**config.mk**
```make
export PLATFORM = sky130hd
export DESIGN_NAME = m_req_tracker
export DESIGN_NICKNAME = d
export VERILOG_FILES = /design/src/rtl/m_req_tracker.sv
export SDC_FILE = /design/constraint.sdc
export NUM_CORES = 1
export LEC_CHECK = 0
export CAP_MARGIN = 25
export CORE_ASPECT_RATIO = 1.2
export CORE_UTILIZATION = 42
export DETAILED_ROUTE_END_ITERATION = 10
export GPL_TIMING_DRIVEN = 1
export PLACE_DENSITY = 0.83
export SLEW_MARGIN = 20
export SYNTH_ARGS = -nofsm -noshare
export SYNTH_HDL_FRONTEND = slang
export SYNTH_SLANG_ARGS = --single-unit
```
**constraint.sdc**
```tcl
create_clock -name clk -period 6.88 [get_ports clk]
set_input_delay 1.376 -clock clk [delete_from_list [all_inputs] [get_ports clk]]
set_output_delay 1.376 -clock clk [all_outputs]
set_load 0.01 [all_outputs]
```
**src/rtl/m_req_tracker.sv**
```systemverilog
// m_req_tracker: per-master outstanding request tracker.
// Holds up to DEPTH {slave, cmd} entries in issue order and steps the head
// entry through WAIT -> W_ACK -> (W_DATA) -> retire. Only the head is ever
// active, so issue is single-outstanding and in order.
// Optional feature: define TRK_TIMEOUT_EN to build a response watchdog that
// retires a stuck head after TIMEOUT_CYC cycles with done_err set.
module m_req_tracker #(
    parameter int ADDR_W      = 32,
    parameter int SLAVE_W     = 1,
    parameter int DEPTH       = 4,
    parameter int TIMEOUT_CYC = 255
) (
    input  logic                       clk,
    input  logic                       rst_n,
    input  logic                       req_valid,
    input  logic [ADDR_W-1:0]          req_addr,
    input  logic                       req_cmd,
    output logic                       req_ready,
    input  logic                       grant,
    input  logic                       ack_in,
    input  logic                       rdata_valid,
    output logic                       head_valid,
    output logic [SLAVE_W-1:0]         head_slave,
    output logic                       head_cmd,
    output logic [1:0]                 head_stat,
    output logic [$clog2(DEPTH):0]     count,
    output logic                       done,
    output logic                       done_err
);

    localparam int PTR_W = $clog2(DEPTH);
    localparam int CNT_W = PTR_W + 1;

    typedef enum logic [1:0] {
        NO_REQ = 2'd0,
        WAIT   = 2'd1,
        W_ACK  = 2'd2,
        W_DATA = 2'd3
    } stat_e;

    typedef struct packed {
        logic [SLAVE_W-1:0] slave;
        logic               cmd;
    } ent_t;

    // Misconfiguration marker: DEPTH must be a power of two >= 2 and the
    // watchdog limit must be at least one cycle.
    if (DEPTH < 2 || (DEPTH & (DEPTH - 1)) != 0 || TIMEOUT_CYC < 1) begin : g_bad_cfg
        logic unused_bad_cfg;
        assign unused_bad_cfg = 1'b0;
    end

    // Only the slave-select MSBs of the address are stored.
    if (ADDR_W > SLAVE_W) begin : g_addr_sink
        logic unused_addr;
        assign unused_addr = ^req_addr[ADDR_W-SLAVE_W-1:0];
    end

    ent_t [DEPTH-1:0]  mem;
    logic [PTR_W-1:0]  rd_ptr;
    logic [PTR_W-1:0]  wr_ptr;
    logic [CNT_W-1:0]  cnt;
    logic [CNT_W-1:0]  cnt_nx;
    stat_e             state;
    stat_e             state_nx;
    ent_t              head_ent;

    logic push;
    logic hit_ack;
    logic hit_data;
    logic retire_ok;
    logic tmo_hit;
    logic tmo_err;
    logic retire;

    assign head_ent   = mem[rd_ptr];
    assign req_ready  = (cnt != CNT_W'(DEPTH));
    assign head_valid = (cnt != '0);
    assign head_slave = head_valid ? head_ent.slave : '0;
    assign head_cmd   = head_valid ? head_ent.cmd   : 1'b0;
    assign head_stat  = state;
    assign count      = cnt;

    // A push is refused whenever the queue is full at the edge, regardless
    // of a retirement in the same cycle.
    assign push      = req_valid && req_ready;
    assign hit_ack   = (state == W_ACK)  && ack_in;
    assign hit_data  = (state == W_DATA) && rdata_valid;
    assign retire_ok = (hit_ack && head_ent.cmd) || hit_data;
    // The expected event wins over a coincident watchdog expiry.
    assign tmo_err   = tmo_hit && !hit_ack && !hit_data;
    assign retire    = retire_ok || tmo_err;

`ifdef TRK_TIMEOUT_EN
    localparam int TMO_W = ($clog2(TIMEOUT_CYC + 1) > 8) ? $clog2(TIMEOUT_CYC + 1) : 8;

    logic [TMO_W-1:0] tmo_cnt;
    logic             in_resp;

    assign in_resp = (state == W_ACK) || (state == W_DATA);
    // Compare against LIMIT-1 so the retirement edge is the one on which the
    // counter would reach TIMEOUT_CYC.
    assign tmo_hit = in_resp && (tmo_cnt == TMO_W'(TIMEOUT_CYC - 1));

    // Watchdog: restart on entry to a response-wait state, count while in it.
    always_ff @(posedge clk or negedge rst_n) begin
        if (!rst_n) begin
            tmo_cnt <= '0;
        end else if ((state_nx != state) && ((state_nx == W_ACK) || (state_nx == W_DATA))) begin
            tmo_cnt <= '0;
        end else if (in_resp) begin
            tmo_cnt <= tmo_cnt + 1'b1;
        end
    end
`else
    assign tmo_hit = 1'b0;
`endif

    // Occupancy after this edge; push and retire together leave it unchanged.
    always_comb begin
        cnt_nx = cnt + CNT_W'(push) - CNT_W'(retire);
    end

    // Head FSM next state; a retirement promotes the next entry straight to WAIT.
    always_comb begin
        state_nx = state;
        case (state)
            NO_REQ: if (push)     state_nx = WAIT;
            WAIT:   if (grant)    state_nx = W_ACK;
            W_ACK:  if (hit_ack && !head_ent.cmd) state_nx = W_DATA;
            W_DATA: state_nx = W_DATA;
            default: state_nx = NO_REQ;
        endcase
        if (retire) begin
            state_nx = (cnt_nx != '0) ? WAIT : NO_REQ;
        end
    end

    // Queue storage, pointers, head state and the registered done pulse.
    always_ff @(posedge clk or negedge rst_n) begin
        if (!rst_n) begin
            mem      <= '0;
            rd_ptr   <= '0;
            wr_ptr   <= '0;
            cnt      <= '0;
            state    <= NO_REQ;
            done     <= 1'b0;
            done_err <= 1'b0;
        end else begin
            if (push) begin
                mem[wr_ptr] <= '{slave: req_addr[ADDR_W-1 -: SLAVE_W], cmd: req_cmd};
                wr_ptr      <= wr_ptr + PTR_W'(1);
            end
            if (retire) begin
                rd_ptr <= rd_ptr + PTR_W'(1);
            end
            cnt      <= cnt_nx;
            state    <= state_nx;
            done     <= retire;
            done_err <= tmo_err;
        end
    end

endmodule

```
==> results.txt <==
The warning count from the yosys run was 0; the TritonCTS buffer count was 3. Dividing the detail-routed wire length by the instance count gives 13.3 um. The maximum root-to-sink buffer count is 2.

The startpoint-to-endpoint class of the critical path was input pin to flip-flop. Setup repair after global routing left no endpoint under its margin. The largest driver fanout on the critical path works out to 5. The main combinational cell family by area after synthesis was multiplexers.

The worst-case setup margin in the final layout was 2.98 ns; the number of buffers and inverters on the critical path was 1. The run finished with clean final reports. Post-CTS repair changed the size of 0 cells. The logs give 0 for the number of diodes added for antenna fixing and 0.000535 uW for the static power due to leakage. In the synthesized netlist, mux cells make up 14.9% of the area. The synthesized netlist devotes 9.78% of its cell area to compound gates.

The most numerous cell type found on the critical path is ha_1. H-tree depth: 1. The first routing iteration left 0 violations.

Dividing total power by cell area gives a power density of 488 mW/mm^2. Leaving out fill and tap cells, the most frequent cell in the layout is dfrtp_1. The die is 46.8 um wide. The aggregate negative setup slack was 0 ns. The kind of capture point of the worst setup path was a flip-flop.

The tools report the final core area utilization as 53.6%. The clock tree root buffer cell is clkbuf_4. The run gives 0 as the initial antenna violation count. The count of final max-slew check failures was 0. Pin placement for this block handled 50 I/O pins.

Timing analysis after detailed placement gives a worst setup slack of 2.67 ns. The run gives 15.6% as the overall fraction of global-route tracks in use. The delay contributed by the slowest stage of the critical path works out to 0.48 ns. The area share of and/or/nand/nor cells after synthesis was 12.9%. The routed design has 1730 um of wire. The average footprint of a synthesized cell came out at 12.2 sq um. The run gives 0.00384 ns as the clock skew after layout. Based on the critical path, the design can be clocked at up to 256 MHz. Count of antenna-violating nets left after detailed routing: 0. The met3 track demand over resource in global routing came out at 1.95%. The largest delay contributor family on the critical path is adder cells. The post-route clock period utilization was 56.7%; the cell count after placement was 126.

For the share of the yosys chip area belonging to registers, the log shows 44.6%. The relative area change from synthesis to final layout is 21.0%. The finished layout holds 130 standard cells, fillers aside. The synthesized netlist net count was 129. The minimum clock period came out at 3.90 ns. The type of element launching the critical path is an input pin. The tools report the core box area as 0.00228 sq mm. Synthesis inferred 18 register bits.

For this run, the post-layout net count is 146. The most crowded layer after global routing was met2. The detailed router placed 691 vias in this run. The worst pin sits at a relative slew slack of 46.3%.

The initial standard-cell utilization of the core is 44.3%, and the number of buffers added on ports is 17. TritonCTS built the clock tree. The number of global-route vias before repair was 687.

The clock latency of the later-clocked register in the worst-skew pair was 0.29 ns. The signal on the critical path passes through clkdlybuf4s50_1 -> nor2b_1 -> a22o_4 -> nand2_1 -> ha_1 -> ha_1 -> fa_1 -> xnor3_1 -> nor4b_1 -> a21oi_1. The placer's final routability congestion estimate was 0.701.

The met2 usage was 26.8%. Peak ir drop on the vdd network: 0.191 mV. The class of the tightest hold or removal check is flip-flop to flip-flop. The first global-routing pass estimated 2920 um of wire. The detailed-placement wirelength estimate is 1360 um, and the post-synthesis adder-cell area fraction is 9.41%. Summing all multi-input logic gate instances after layout gives 509 sq um. After clock tree synthesis, the flow added hold-fix buffers numbering 0.

For this run the aggregate overflow at the end of global routing stands at 0. The xor/xnor cell area share of the yosys netlist was 3.09%; the area of the mapped netlist was 0.00101 sq mm. The number of max-cap violations was 0; the post-CTS setup buffer count was 0. For this design, the sink count on the clock tree is 18. Measured along the y axis, the die boundary spans 55.7 um. The share of cells above drive strength 1 was 18.2%; the unique cell type count in the Yosys netlist was 32. The die covers 0.00261 sq mm.

The number of hold violations in the final report was 0; the cell row count was 19. Clock-pin slew was measured on the worst setup and hold paths at 0.10 ns. After filler insertion, the fill cell instance count of the layout stands at 200. After detailed routing, the number of vias per cell comes to 5.32.

Entering global routing, the biggest net connects 19 pins. The number of instances in the synthesized netlist is 83. The required time of the critical path is 7.06 ns, and the storage element area is 450 sq um.

The number of DRC violations after detailed routing came out at 0. At the worst endpoint, the arrival time is 4.08 ns. Critical path's slowest cell: clkdlybuf4s50_1. The number of search-and-repair iterations in the first detailed-routing pass was 1; the transition time at the pin with the least slew margin was 0.802 ns.

Setup violations remaining at the end of the flow were counted as 0. Global routing consumed, on the met1 layer, 17.5% of the routing resources. The top cell types in the final layout, fill and taps aside, are dfrtp_1 (18), clkdlybuf4s50_1 (17), mux2_2 (9).
routing by layer:
metal  vias up  wire length, um
met5         -                0
met4         0               40
met3         4               39
met2        15              954
met1       339              695
li1        333                -
worst paths after layout:
check / from / endpoint / slack, ns / cells past startpoint
worst max register to register: rd_ptr[0]$_DFFE_PN0P_ / head_stat[0]$_DFFE_PN0P_ / 3.74 / 9
worst min register to register: mem[5]$_DFFE_PN0P_ / mem[5]$_DFFE_PN0P_ / 0.51 / 1
worst min-delay path: mem[5]$_DFFE_PN0P_ / mem[5]$_DFFE_PN0P_ / 0.51 / 1
worst max-delay path: ack_in / head_stat[0]$_DFFE_PN0P_ / 2.98 / 10
max in group asynchronous: rst_n / rd_ptr[0]$_DFFE_PN0P_ / 4.84 / 1
min in group asynchronous: rst_n / count[1]$_DFF_PN0_ / 1.54 / 1
cell usage after synthesis (all sizes together):
cell | number | area [sq um]
or3 | 1 | 6.26
xnor3 | 1 | 22.5
a31oi | 1 | 6.26
buf | 4 | 28.8
a21oi | 4 | 23.8
clkbuf | 1 | 3.75
conb | 1 | 3.75
o311ai | 1 | 8.76
a22o | 1 | 17.5
ha | 6 | 75.1
dfrtp | 18 | 450
fa | 1 | 20.0
xnor2 | 1 | 8.76
or3b | 2 | 17.5
and2b | 1 | 7.51
nand2 | 4 | 15.0
inv | 5 | 18.8
o311a | 1 | 10.0
a221o | 2 | 20.0
and2 | 3 | 18.8
mux4 | 2 | 48.8
o21ai | 1 | 5.00
nor2b | 2 | 12.5
mux2 | 9 | 101
a21boi | 1 | 7.51
nor4b | 1 | 8.76
nand3 | 7 | 35.0
and4 | 1 | 8.76
registers in the layout, indices dropped and copies added (netlist names):
name	flops
count	3
done	1
head_stat	2
mem	8
rd_ptr	2
wr_ptr	2
cells by family (layout without fill, tap and decap cells):
logic type | Yosys count | count (layout)
AO/OA/AOI/OAI | 12 | 12
XOR/XNOR | 2 | 2
adder cells (fa/ha/maj) | 7 | 7
buffers and inverters | 10 | 26
flip-flops | 18 | 18
multiplexers | 11 | 11
other | 1 | 1
AND/OR/NAND/NOR | 22 | 22
stage by stage:
stage / power, uW / area, sq um / hold WS (ns)
2_1_floorplan: 431 / 1010 / 0.470
3_3_place_gp: 522 / 1190 / 0.481
3_5_place_dp: 540 / 1190 / 0.489
4_1_cts: 606 / 1220 / 0.514
5_1_grt: 649 / 1220 / 0.536
6_report: 597 / 1220 / 0.510
layout make-up:
class	count	share of cell area [%]
inverter	5	1.53
timing repair buffer	17	13.9
tap	31	3.17
multi-input combinational	55	41.6
clock buffer	4	2.97
sequential	18	36.8
power by group:
| group | switching, uW | internal, uW | leakage, uW |
|---|---|---|---|
| clock | 30.9 | 32.2 | 0.0000210 |
| combinational | 127 | 190 | 0.000304 |
| sequential | 56.2 | 161 | 0.000210 |
| total | 214 | 383 | 0.000535 |
(Power assumes the default switching activity.)
